$ cat src/rtl/pipelined_carry_adder_if.sv
// Operand/result handshake bundle for the pipelined adder.
// master drives operands and out_ready; slave is the adder.
interface pipelined_carry_adder_if #(
  parameter int WIDTH = 32
);
  logic             in_valid;
  logic             in_ready;
  logic [WIDTH-1:0] a;
  logic [WIDTH-1:0] b;
  logic             cin;
  logic             sub;
  logic             out_valid;
  logic             out_ready;
  logic [WIDTH-1:0] sum;
  logic             cout;
  logic             ovf;

  modport master (
    output in_valid, a, b, cin, sub,
    output out_ready,
    input  in_ready, out_valid,
    input  sum, cout, ovf
  );

  modport slave (
    input  in_valid, a, b, cin, sub,
    input  out_ready,
    output in_ready, out_valid,
    output sum, cout, ovf
  );
endinterface

$ cat src/rtl/pipelined_carry_adder.sv
// WIDTH-bit add/sub split into CHUNK-bit ripple segments,
// one register per segment, global-stall valid/ready pipe.
module pipelined_carry_adder #(
  parameter int WIDTH = 32,
  parameter int CHUNK = 8
) (
  input logic clk,
  input logic rst,
  pipelined_carry_adder_if.slave io
);
  localparam int STAGES = (WIDTH + CHUNK - 1) / CHUNK;
  localparam int LOL    = (STAGES - 1) * CHUNK;
  localparam int NL     = WIDTH - LOL;

  logic             adv;
  logic [WIDTH-1:0] bx;
  logic             ci;

  assign adv         = !io.out_valid || io.out_ready;
  assign io.in_ready = adv;
  assign bx          = io.sub ? ~io.b : io.b;
  assign ci          = io.sub ? ~io.cin : io.cin;

  logic [NL-1:0]    fa;
  logic [NL-1:0]    fb;
  logic             fc;
  logic             fv;
  logic [NL:0]      ft;
  logic [WIDTH-1:0] fsn;

  if (STAGES == 1) begin : g_one
    assign fa  = io.a;
    assign fb  = bx;
    assign fc  = ci;
    assign fv  = io.in_valid;
    assign fsn = ft[NL-1:0];
  end else begin : g_pipe
    // Operand bits still to be added travel right-aligned,
    // finished sum bits accumulate at the bottom.
    for (genvar k = 0; k < STAGES - 1; k++) begin : stg
      localparam int LO = k * CHUNK;
      localparam int HI = LO + CHUNK;
      localparam int RW = WIDTH - LO;

      logic [RW-1:0]       ia;
      logic [RW-1:0]       ib;
      logic                ic;
      logic                iv;
      logic [CHUNK:0]      t;
      logic [HI-1:0]       ns;
      logic                rv;
      logic                rc;
      logic [HI-1:0]       rs;
      logic [WIDTH-HI-1:0] ra;
      logic [WIDTH-HI-1:0] rb;

      if (k == 0) begin : src
        assign ia = io.a;
        assign ib = bx;
        assign ic = ci;
        assign iv = io.in_valid;
        assign ns = t[CHUNK-1:0];
      end else begin : src
        assign ia = stg[k-1].ra;
        assign ib = stg[k-1].rb;
        assign ic = stg[k-1].rc;
        assign iv = stg[k-1].rv;
        assign ns = {t[CHUNK-1:0], stg[k-1].rs};
      end

      assign t = {1'b0, ia[CHUNK-1:0]}
               + {1'b0, ib[CHUNK-1:0]}
               + {{CHUNK{1'b0}}, ic};

      always_ff @(posedge clk) begin
        if (rst) begin
          rv <= 1'b0;
          rc <= 1'b0;
          rs <= '0;
          ra <= '0;
          rb <= '0;
        end else if (adv) begin
          rv <= iv;
          rc <= t[CHUNK];
          rs <= ns;
          ra <= ia[RW-1:CHUNK];
          rb <= ib[RW-1:CHUNK];
        end
      end
    end

    assign fa  = stg[STAGES-2].ra;
    assign fb  = stg[STAGES-2].rb;
    assign fc  = stg[STAGES-2].rc;
    assign fv  = stg[STAGES-2].rv;
    assign fsn = {ft[NL-1:0], stg[STAGES-2].rs};
  end

  assign ft = {1'b0, fa} + {1'b0, fb} + {{NL{1'b0}}, fc};

  logic             ov_r;
  logic [WIDTH-1:0] sum_r;
  logic             cout_r;
  logic             ovf_r;

  always_ff @(posedge clk) begin
    if (rst) begin
      ov_r   <= 1'b0;
      sum_r  <= '0;
      cout_r <= 1'b0;
      ovf_r  <= 1'b0;
    end else if (adv) begin
      ov_r   <= fv;
      sum_r  <= fsn;
      cout_r <= ft[NL];
      ovf_r  <= (fa[NL-1] == fb[NL-1])
             && (ft[NL-1] != fa[NL-1]);
    end
  end

  assign io.out_valid = ov_r;
  assign io.sum       = sum_r;
  assign io.cout      = cout_r;
  assign io.ovf       = ovf_r;
endmodule

$ cat src/flat_wrapper.sv
// flat-port wrapper written by rule: the top's interface ports become plain ports
module pipelined_carry_adder_flat 
#(
  parameter int WIDTH = 32,
  parameter int CHUNK = 8
)
  (clk, rst, io_in_valid, io_a, io_b, io_cin, io_sub, io_out_ready, io_in_ready, io_out_valid, io_sum, io_cout, io_ovf);
  pipelined_carry_adder_if #(.WIDTH(WIDTH)) io_i ();
  input logic clk;
  input logic rst;
  input wire logic [$bits(io_i.in_valid)-1:0] io_in_valid;
  input wire logic [$bits(io_i.a)-1:0] io_a;
  input wire logic [$bits(io_i.b)-1:0] io_b;
  input wire logic [$bits(io_i.cin)-1:0] io_cin;
  input wire logic [$bits(io_i.sub)-1:0] io_sub;
  input wire logic [$bits(io_i.out_ready)-1:0] io_out_ready;
  output wire logic [$bits(io_i.in_ready)-1:0] io_in_ready;
  output wire logic [$bits(io_i.out_valid)-1:0] io_out_valid;
  output wire logic [$bits(io_i.sum)-1:0] io_sum;
  output wire logic [$bits(io_i.cout)-1:0] io_cout;
  output wire logic [$bits(io_i.ovf)-1:0] io_ovf;
  assign io_i.in_valid = io_in_valid;
  assign io_i.a = io_a;
  assign io_i.b = io_b;
  assign io_i.cin = io_cin;
  assign io_i.sub = io_sub;
  assign io_i.out_ready = io_out_ready;
  assign io_in_ready = io_i.in_ready;
  assign io_out_valid = io_i.out_valid;
  assign io_sum = io_i.sum;
  assign io_cout = io_i.cout;
  assign io_ovf = io_i.ovf;
  pipelined_carry_adder #(.WIDTH(WIDTH), .CHUNK(CHUNK)) u_core (.clk(clk), .rst(rst), .io(io_i));
endmodule
$ cat config.mk
export PLATFORM = sky130hd
export DESIGN_NAME = pipelined_carry_adder_flat
export DESIGN_NICKNAME = d
export VERILOG_FILES = /design/src/rtl/pipelined_carry_adder_if.sv /design/src/rtl/pipelined_carry_adder.sv /design/src/flat_wrapper.sv
export SDC_FILE = /design/constraint.sdc
export NUM_CORES = 1
export LEC_CHECK = 0
export BUFFER_PORTS_ARGS = -buffer_cell sky130_fd_sc_hd__buf_4
export CAP_MARGIN = 20
export CORE_ASPECT_RATIO = 0.75
export CORE_UTILIZATION = 45
export CTS_BUF_LIST = sky130_fd_sc_hd__clkbuf_8
export CTS_CLUSTER_DIAMETER = 30
export DETAILED_ROUTE_END_ITERATION = 10
export GPL_ROUTABILITY_DRIVEN = 0
export RECOVER_POWER = 50
export SYNTH_ARGS = -nofsm -noshare
export SYNTH_HDL_FRONTEND = slang
export SYNTH_SLANG_ARGS = --single-unit
export TNS_END_PERCENT = 5
$ cat constraint.sdc
create_clock -name clk -period 4.25 [get_ports clk]
set_clock_uncertainty 0.05 [all_clocks]
set_input_delay 0.2125 -clock clk [delete_from_list [all_inputs] [get_ports clk]]
set_output_delay 0.2125 -clock clk [all_outputs]
set_load 0.01 [all_outputs]
==> flow_metrics.py, run 1 <==
metrics = {
    "clock_tree": {
        "cts_tree": "built",
        "cts-root-buf": "clkbuf_8",
        "clkSlewWorstSetupHoldPaths_ns": 0.09,
        "cts_buffer_depth": 2,
        "cts_resized": 0,
        "htreeDepth": 4,
        "cts_hold_buf": 46,
        "postCtsSetupBuffers": 0,
        "cts_buffers": 17,
        "clk_latency_ns": 0.47,
        "cts.sinks": 185,
    },
    "critical_path": {
        "start_kind": "register",
        "cp.required_ns": 4.54,
        "crit_chain": "nor2b_1 -> clkbuf_4 -> nor4b_1 -> a31oi_1 -> o211ai_1",
        "crit_buf_inv": 1,
        "crit_arrival_ns": 3.09,
        "cp_max_fo": 175,
        "path_delay_family": "buffers and inverters",
        "max_stage_delay_ns": 1.43,
        "slowest_stage": "clkbuf_4",
        "path_class": "register to register",
        "crit_path_end_kind": "register",
    },
    "yosys": {
        "yosysWarnings": 0,
        "yosys.area.top_type": "dfxtp_1",
        "synth_top_area_share_pct": 46.0,
        "ys_seq_area_share_pct": 46.0,
        "synthTopCellsByArea": "dfxtp_1, nand2_1, a21oi_1, ha_1, a211oi_1",
        "synth_area_mm2": 0.00805,
        "async_flop_share_pct": 0,
        "ys.flop_type": "dfxtp_1",
        "syn_nets": 1085,
        "syn_inst": 979,
        "synth_cell_types": 44,
        "avgSynthCellArea_um2": 8.22,
        "ys_seq_elements": 185,
        "synth-edff-count": 0,
    },
    "grt": {
        "track_usage_pct": 20.4,
        "grt_max_degree": 176,
        "grt_pass1_wl_um": 29700,
        "grt.overflow.total": 0,
        "first_global_vias": 5946,
        "antenna_found_initial": 0,
    },
    "layout": {
        "final_common_cell": "nand2_1",
        "antennaDiodeCount": 0,
        "fin_nets": 1193,
        "fill_cells": 1677,
        "final_cell_mix": "nand2_1, dfxtp_1, a21oi_1",
        "syn_to_final_growth_pct": 18.7,
        "fin_cells": 1336,
        "drive_above_1_share_pct": 10.5,
    },
    "timing": {
        "slew_headroom_pct": -24.5,
        "drv_slew": 176,
        "finalCriticalPeriod_ns": 2.80,
        "holdWs_ns": 0.0508,
        "rsz0062_at_grt": "no",
        "tightest_slew_ns": 1.87,
        "hold_violations": 0,
        "setup_viol": 0,
        "fin_crit_sh_pct": 65.9,
        "max_freq_ghz": 0.357,
        "tns_ns": 0,
    },
    "route": {
        "routed-via-count": 6747,
        "vias_per_cell": 5.05,
        "initialDrtViolationCount": 493,
        "drc": 0,
        "final_antenna_net_count": 0,
        "totalWireLength_um": 18400,
        "wire_per_inst_um": 13.8,
        "first_pass_iters": 5,
    },
    "floorplan": {
        "start_util_pct": 47.0,
        "rows": 41,
        "coreArea_mm2": 0.0171,
        "dieHeight_um": 118,
        "io_pins": 106,
        "dieWidth_um": 156,
        "die-area_mm2": 0.0184,
    },
    "power_and_ir_drop": {
        "power_leakage_nw": 3.78,
        "peakVddDrop_mv": 0.167,
        "power_density_mw_per_mm2": 366,
        "finalPower_mw": 3.49,
    },
    "run_status": {
        "violations": "max-capacitance violations, max-slew violations",
        "status": "complete, but fails checks",
    },
    "place": {
        "hpwl_um": 11700,
        "port_buffers": 105,
        "dp_cells": 1256,
    },
    "flow_run": {
        "maxCapViolations": 1,
    },
    "min_path": {
        "hp-class": "input port to register",
    },
}
-- per-stage QoR --
stage	setup slack (ns)	instance area, um2	util, %
detailed placement	1.53	8840	51.6
global placement	1.58	8840	51.6
floorplan	1.78	8050	-
global route	1.17	9560	55.8
CTS	2.00	9670	56.4
finish	1.45	9560	55.8
-- worst reg2reg max path, stage by stage, from the launching register on --
cell and delay [ns]:
dfxtp_1 0.33, nor2b_1 0.31, clkbuf_4 1.43, nor4b_1 0.21
a31oi_1 0.21, o211ai_1 0.13
-- path summary, 6_finish.rpt --
check	cells past startpoint	slack, ns	start	to
min	3	0.05	io_b[26]	u_core.g_pipe.stg[0].rb[18]$_SDFFE_PP0P_
min reg2reg	2	0.40	u_core.g_pipe.stg[1].rs[13]$_SDFFE_PP0P_	u_core.g_pipe.stg[2].rs[13]$_SDFFE_PP0P_
max	5	1.45	u_core.io.out_valid$_SDFFE_PP0P_	u_core.io.sum[30]$_SDFFE_PP0P_
max reg2reg	5	1.45	u_core.io.out_valid$_SDFFE_PP0P_	u_core.io.sum[30]$_SDFFE_PP0P_
-- synth_stat cells, drive strengths merged (3+ instances only) --
cell type / n
a2111oi: 4
a211oi: 33
a21o: 5
a21oi: 153
a31oi: 4
and2: 3
and3: 6
buf: 50
clkbuf: 19
dfxtp: 185
fa: 8
ha: 28
inv: 15
nand2: 273
nand3: 32
nand3b: 3
nand4b: 3
nor2: 33
nor2b: 5
nor3: 10
nor4b: 4
o211ai: 7
o21a: 13
o21ai: 22
o221a: 3
o31a: 3
o31ai: 3
or2: 3
or3: 5
xnor2: 25
xor2: 12
-- per-layer routing --
layer  up-vias  GRT usage (%)  wire length [um]
met5         -              0                 0
met2       142           25.9              7090
met1      3040           32.9             10300
li1       3549              -                 -
met4         0           5.88               176
met3        16           4.57               878
-- report_power, final --
group          total, mW  internal (mW)  switching, mW
clock network       1.11          0.481          0.631
logic              0.466          0.222          0.244
registers           1.92           1.85         0.0681
-- cells by family (layout without fill, tap and decap cells) --
kind of cell	Yosys count	count (layout)	synth area share [%]
xor+xnor	37	37	4.03
simple gates	385	385	20.2
compound gates	252	252	18.4
fa+ha+maj	36	36	6.34
flops	185	185	46.0
buf+inv	84	205	4.99
-- registers in the layout (all words and copies together) (netlist names) --
register / cells
u_core.g_pipe.stg.rb: 40
u_core.g_pipe.stg.rs: 48
u_core.g_pipe.stg.ra: 40
u_core.io.out_valid: 1
u_core.fb: 8
u_core.fc: 1
u_core.fv: 1
u_core.fa: 8
u_core.io.cout: 1
u_core.io.ovf: 1
u_core.g_pipe.stg.rv: 2
u_core.g_pipe.stg.rc: 2
u_core.io.sum: 32
-- cell type report --
class	instances	area, um2	area share [%]
clock inverters	14	121	1.27
inverters	15	61.3	0.641
clock buffers	18	248	2.59
flip-flops and latches	185	3700	38.7
well taps	236	295	3.09
repair buffers	158	1190	12.5
multi-input cells	710	3940	41.2
(Power assumes the default switching activity.)
==> inputs of run 2 (changes only) <==
--- a/config.mk
+++ b/config.mk
@@ -13,6 +13,7 @@
 export CTS_CLUSTER_DIAMETER = 30
 export DETAILED_ROUTE_END_ITERATION = 10
 export GPL_ROUTABILITY_DRIVEN = 0
+export PLACE_DENSITY = 0.67
 export RECOVER_POWER = 50
 export SYNTH_ARGS = -nofsm -noshare
 export SYNTH_HDL_FRONTEND = slang
==> constraint.sdc (replaced) <==
create_clock -name clk -period 2.2 [get_ports clk]
set_clock_uncertainty 0.05 [all_clocks]
set_input_delay 0.11 -clock clk [delete_from_list [all_inputs] [get_ports clk]]
set_output_delay 0.11 -clock clk [all_outputs]
set_load 0.01 [all_outputs]
==> run 2 against run 1 <==
Against the previous run:
- the run now ends clean
- hold slack gained 0.0041 ns
- first-iteration DRC count grew 28%
- setup slack lost 1.2 ns
- register-to-register slack lost 1.2 ns
- clock power grew 120%
- sequential power grew 93%
- critical path depth grew 2
- die area is the same
- final area grew 1.8%
- critical path type unchanged
==> flow_metrics.py, run 2 (synthesis gave the netlist of run 1 again) <==
metrics = {
    "route": {
        "wire_per_inst_um": 13.9,
        "vias_per_cell": 5.06,
        "routed-via-count": 6820,
        "totalWireLength_um": 18700,
        "initialDrtViolationCount": 633,
        "drc": 0,
        "final_antenna_net_count": 0,
        "first_pass_iters": 5,
    },
    "layout": {
        "multi_input_area_mm2": 0.00394,
        "top_register": "u_core.g_pipe.stg.rs",
        "largest_reg_flops": 48,
        "final_common_cell": "nand2_1",
        "antennaDiodeCount": 0,
        "fin_nets": 1206,
        "drive_above_1_share_pct": 11.3,
        "ff_latch_area_mm2": 0.00370,
        "largestRegisters": "u_core.g_pipe.stg.rs (48), u_core.g_pipe.stg.ra (40), u_core.g_pipe.stg.rb (40)",
        "syn_to_final_growth_pct": 20.9,
        "fill_cells": 1669,
        "final_cell_mix": "nand2_1, dfxtp_1, a21oi_1",
    },
    "floorplan": {
        "coreArea_mm2": 0.0171,
        "dieHeight_um": 118,
        "rows": 41,
        "dieWidth_um": 156,
        "die-area_mm2": 0.0184,
        "io_pins": 106,
        "start_util_pct": 47.0,
    },
    "place": {
        "hpwl_um": 12500,
        "port_buffers": 105,
    },
    "timing": {
        "holdWs_ns": 0.0550,
        "setup_viol": 0,
        "drv_slew": 0,
        "finalCriticalPeriod_ns": 1.98,
        "fin_crit_sh_pct": 89.8,
        "slew_headroom_pct": 52.3,
        "tightest_slew_ns": 0.715,
        "max_freq_ghz": 0.506,
        "rsz0062_at_grt": "no",
        "hold_violations": 0,
        "tns_ns": 0,
    },
    "critical_path": {
        "cp.required_ns": 2.51,
        "crit_arrival_ns": 2.29,
        "crit_path_end_kind": "register",
        "start_kind": "register",
        "rr_startpoint": "u_core.fc$_SDFFE_PP0P_",
        "r2r_cells": 7,
        "reg2reg_slack_ns": 0.22,
        "max_stage_delay_ns": 0.48,
        "cp_max_fo": 4,
        "crit_buf_inv": 1,
        "crit_cells": 7,
        "path_class": "register to register",
        "critPathLaunch": "u_core.fc$_SDFFE_PP0P_",
        "crit_chain": "fa_1 -> inv_1 -> fa_1 -> nor2b_1 -> o21a_1 -> o21a_1 -> o31a_1",
        "slowest_stage": "fa_1",
        "path_delay_family": "compound AO/OA/AOI/OAI gates",
        "critPathCapture": "u_core.io.cout$_SDFFE_PP0P_",
        "reg2reg_to": "u_core.io.cout$_SDFFE_PP0P_",
    },
    "power_and_ir_drop": {
        "peakVddDrop_mv": 0.350,
        "power_density_mw_per_mm2": 723,
        "power_leakage_nw": 3.85,
    },
    "grt": {
        "grt_pass1_wl_um": 30600,
        "grt_max_degree": 126,
        "track_usage_pct": 21.0,
        "grt.overflow.total": 0,
        "first_global_vias": 5979,
        "antenna_found_initial": 0,
    },
    "clock_tree": {
        "clk_latency_ns": 0.46,
        "cts-root-buf": "clkbuf_8",
        "cts_buffers": 17,
        "cts_hold_buf": 49,
        "cts_buffer_depth": 2,
        "cts_resized": 0,
        "cts.sinks": 185,
        "clkSlewWorstSetupHoldPaths_ns": 0.10,
        "htreeDepth": 4,
        "cts_tree": "built",
        "postCtsSetupBuffers": 0,
    },
    "flow_run": {
        "maxCapViolations": 0,
    },
    "min_path": {
        "hp-class": "input port to register",
    },
    "run_status": {
        "status": "completed",
    },
}
run 2: changes by cell type in the layout (fill, tap and decap cells not counted), moves of 2 or more:
cell           previous run  this run
buf_4                    74        79
inv_6                     5         3
dlygate4sd3_1            47        49
buf_12                    0         4
fa_1                      8         6
inv_1                    16        14
fa_2                      0         2
clkinv_4                  3         1
clkbuf_1                 35        38
bufinv_16                 1         4
run 2: report_power, final:
part           internal, mW  total (mW)  leakage [nW]  switching, mW
sequential             3.57        3.70          1.52          0.129
clock                  1.26        2.44         0.215           1.18
combinational         0.434       0.903          2.12          0.470
run 2: final cells by class:
class / instances / area share, %
Multi-Input combinational cell: 710 / 40.5
Inverter: 15 / 0.630
Sequential cell: 185 / 38.1
Clock buffer: 18 / 2.55
Tap cell: 236 / 3.03
Timing Repair Buffer: 171 / 13.5
Clock inverter: 12 / 1.79
run 2: worst reg2reg max path: cells and delay by family, from the launching register on:
family / cells / cell delay, ns
AO/OA/AOI/OAI: 3 / 0.67
buffers and inverters: 1 / 0.10
adder cells (fa/ha/maj): 2 / 0.67
AND/OR/NAND/NOR: 1 / 0.06
flip-flops: 1 / 0.34
run 2: how the worst min path moves through the flow:
stage	cells after the start	from	endpoint
after global placement	3	io_in_valid	u_core.g_pipe.stg[0].rv$_SDFFE_PP0P_
after detailed placement	3	io_a[25]	u_core.g_pipe.stg[0].ra[17]$_SDFFE_PP0P_
after global routing	4	rst	u_core.g_pipe.stg[0].rs[6]$_SDFFE_PP0P_
after CTS	4	rst	u_core.g_pipe.stg[0].rs[6]$_SDFFE_PP0P_
after floorplan	2	io_a[8]	u_core.g_pipe.stg[0].ra[0]$_SDFFE_PP0P_
final	4	rst	u_core.g_pipe.stg[0].rs[6]$_SDFFE_PP0P_
run 2: layer usage:
layer  vias up  routed length [um]  global-route usage [%]
met3        11                 896                    4.53
li1       3571                   -                       -
met1      3088               10500                    34.5
met4         0                 131                    5.33
met5         -                   0                       0
met2       150                7210                    26.5
run 2: through the flow:
step | total power [mW] | instance area (um2) | utilization [%] | setup slack, ns | instances
after detailed placement | 4.63 | 8970 | 52.4 | 0.117 | 1268
final | 7.04 | 9730 | 56.8 | 0.224 | 1347
after floorplan | 4.30 | 8060 | - | 0.0181 | 979
after global routing | 7.36 | 9730 | 56.8 | 0.0593 | 1347
after CTS | 7.11 | 9890 | 57.7 | 0.213 | 1347
after global placement | 4.61 | 8970 | 52.4 | 0.144 | 1268
==> inputs of run 3 (changes only) <==
--- a/config.mk
+++ b/config.mk
@@ -7,7 +7,7 @@
 export LEC_CHECK = 0
 export BUFFER_PORTS_ARGS = -buffer_cell sky130_fd_sc_hd__buf_4
 export CAP_MARGIN = 20
-export CORE_ASPECT_RATIO = 0.75
+export CORE_ASPECT_RATIO = 1.2
 export CORE_UTILIZATION = 45
 export CTS_BUF_LIST = sky130_fd_sc_hd__clkbuf_8
 export CTS_CLUSTER_DIAMETER = 30
==> run 3 against run 2 <==
Against the previous run:
- via count up 0.59%
- count of clock-buffer cells in the layout down 1
- first-iteration DRC count down 26%
- final area about the same
- utilization down 1.2 points
- critical path depth down 1
- sequential power about the same
- largest cell class unchanged
- fmax down 0.95%
- sequential share of layout area about the same
- wire length down 2.6%
- power down 1.3%
- highest routed layer unchanged
- largest power group unchanged
==> flow_metrics.py, run 3 (synthesis gave the netlist of run 1 again) <==
metrics = {
    "layout": {
        "fin_cells": 1335,
        "final_cell_mix": "nand2_1, dfxtp_1, a21oi_1",
        "largest_reg_flops": 48,
        "fin_nets": 1208,
        "top_register": "u_core.g_pipe.stg.rs",
        "fill_cells": 1717,
        "ff_latch_area_mm2": 0.00370,
        "final_common_cell": "nand2_1",
        "drive_above_1_share_pct": 11.7,
        "antennaDiodeCount": 0,
        "largestRegisters": "u_core.g_pipe.stg.rs (48), u_core.g_pipe.stg.ra (40), u_core.g_pipe.stg.rb (40)",
        "multi_input_area_mm2": 0.00395,
        "syn_to_final_growth_pct": 20.9,
    },
    "place": {
        "port_buffers": 105,
        "dp_cells": 1251,
        "hpwl_um": 11700,
    },
    "timing": {
        "tns_ns": 0,
        "setup_viol": 0,
        "max_freq_ghz": 0.501,
        "slew_headroom_pct": 36.8,
        "rsz0062_at_grt": "no",
        "fin_crit_sh_pct": 90.7,
        "finalCriticalPeriod_ns": 1.99,
        "tightest_slew_ns": 0.948,
        "drv_slew": 0,
        "hold_violations": 0,
    },
    "clock_tree": {
        "clkSlewWorstSetupHoldPaths_ns": 0.10,
        "cts-root-buf": "clkbuf_8",
        "cts_tree": "built",
        "cts.sinks": 185,
        "clk_latency_ns": 0.47,
        "cts_buffer_depth": 2,
        "cts_buffers": 17,
        "htreeDepth": 4,
    },
    "critical_path": {
        "crit_path_end_kind": "register",
        "path_delay_family": "buffers and inverters",
        "crit_buf_inv": 3,
        "reg2reg_slack_ns": 0.21,
        "path_class": "register to register",
        "start_kind": "register",
        "cp_max_fo": 62,
        "cp.required_ns": 2.56,
        "critPathLaunch": "u_core.io.out_valid$_SDFFE_PP0P_",
        "slowest_stage": "dlygate4sd3_1",
        "crit_chain": "nor2b_4 -> inv_8 -> buf_4 -> nand2_1 -> a21oi_1 -> dlygate4sd3_1",
        "rr_startpoint": "u_core.io.out_valid$_SDFFE_PP0P_",
        "crit_arrival_ns": 2.36,
        "max_stage_delay_ns": 0.56,
    },
    "route": {
        "final_antenna_net_count": 0,
        "drc": 0,
        "routed-via-count": 6860,
        "totalWireLength_um": 18200,
        "first_pass_iters": 4,
        "initialDrtViolationCount": 470,
        "vias_per_cell": 5.14,
        "wire_per_inst_um": 13.7,
    },
    "floorplan": {
        "die-area_mm2": 0.0184,
        "io_pins": 106,
        "rows": 53,
        "dieWidth_um": 124,
        "start_util_pct": 46.0,
        "coreArea_mm2": 0.0175,
        "dieHeight_um": 149,
    },
    "power_and_ir_drop": {
        "power_leakage_nw": 3.86,
        "peakVddDrop_mv": 0.397,
        "power_density_mw_per_mm2": 714,
        "finalPower_mw": 6.95,
    },
    "flow_run": {
        "maxCapViolations": 0,
    },
    "grt": {
        "grt.overflow.total": 0,
        "first_global_vias": 6072,
        "track_usage_pct": 20.2,
        "antenna_found_initial": 0,
        "grt_max_degree": 94,
        "grt_pass1_wl_um": 29600,
    },
    "min_path": {
        "hp-class": "input port to register",
        "min_from": "io_a[1]",
    },
    "run_status": {
        "status": "completed",
    },
}
## run 3: final cells by class
cell class / count / area share [%]
flip-flops and latches: 185 / 38.1
clock inverters: 15 / 1.86
well taps: 220 / 2.83
clock buffers: 17 / 2.40
inverters: 15 / 0.656
repair buffers: 173 / 13.6
multi-input cells: 710 / 40.6
## run 3: layer usage
layer,vias to the layer above,part of all wire [%],GRT usage [%]
met4,0,0.84,5.18
li1,3577,-,-
met3,11,3.8,3.83
met5,-,0,0
met1,3145,49,28.9
met2,127,47,31.0
## run 3: tightest hold or removal path, cell delays in order
cell	delay, ns
buf_4	0.10
fa_2	0.19
nand2_1	0.04
a21oi_1	0.12
## run 3: report_power, final
part / leakage, nW / switching [mW] / internal (mW)
registers: 1.52 / 0.120 / 3.57
clock network: 0.211 / 1.30 / 1.06
logic: 2.13 / 0.459 / 0.437
## run 3: final timing paths
path / to / depth (start not counted)
hold reg to reg: u_core.io.sum[7]$_SDFFE_PP0P_ / 2
setup / recovery: u_core.g_pipe.stg[0].rv$_SDFFE_PP0P_ / 6
hold / removal: u_core.g_pipe.stg[0].rs[1]$_SDFFE_PP0P_ / 4
setup reg to reg: u_core.g_pipe.stg[0].rv$_SDFFE_PP0P_ / 6
## run 3: through the flow
stage / hold slack (ns) / utilization, % / cell area [um2] / worst slack, ns
after CTS: 0.0472 / 56.5 / 9890 / 0.0230
after global routing: 0.0988 / 55.6 / 9730 / 0.0738
final: 0.0781 / 55.6 / 9730 / 0.205
after floorplan: 0.200 / - / 8060 / 0.0181
after global placement: 0.319 / 51.2 / 8960 / 0.110
after detailed placement: 0.321 / 51.2 / 8960 / 0.0783
## run 3: what timing repair did
action                                  in CTS  in global routing
endpoints found under the setup margin       0                  1
hold endpoints to repair                    70                  0
hold buffers                                51                  0
resized for setup                            0                  1
buffers inserted                             0                  1
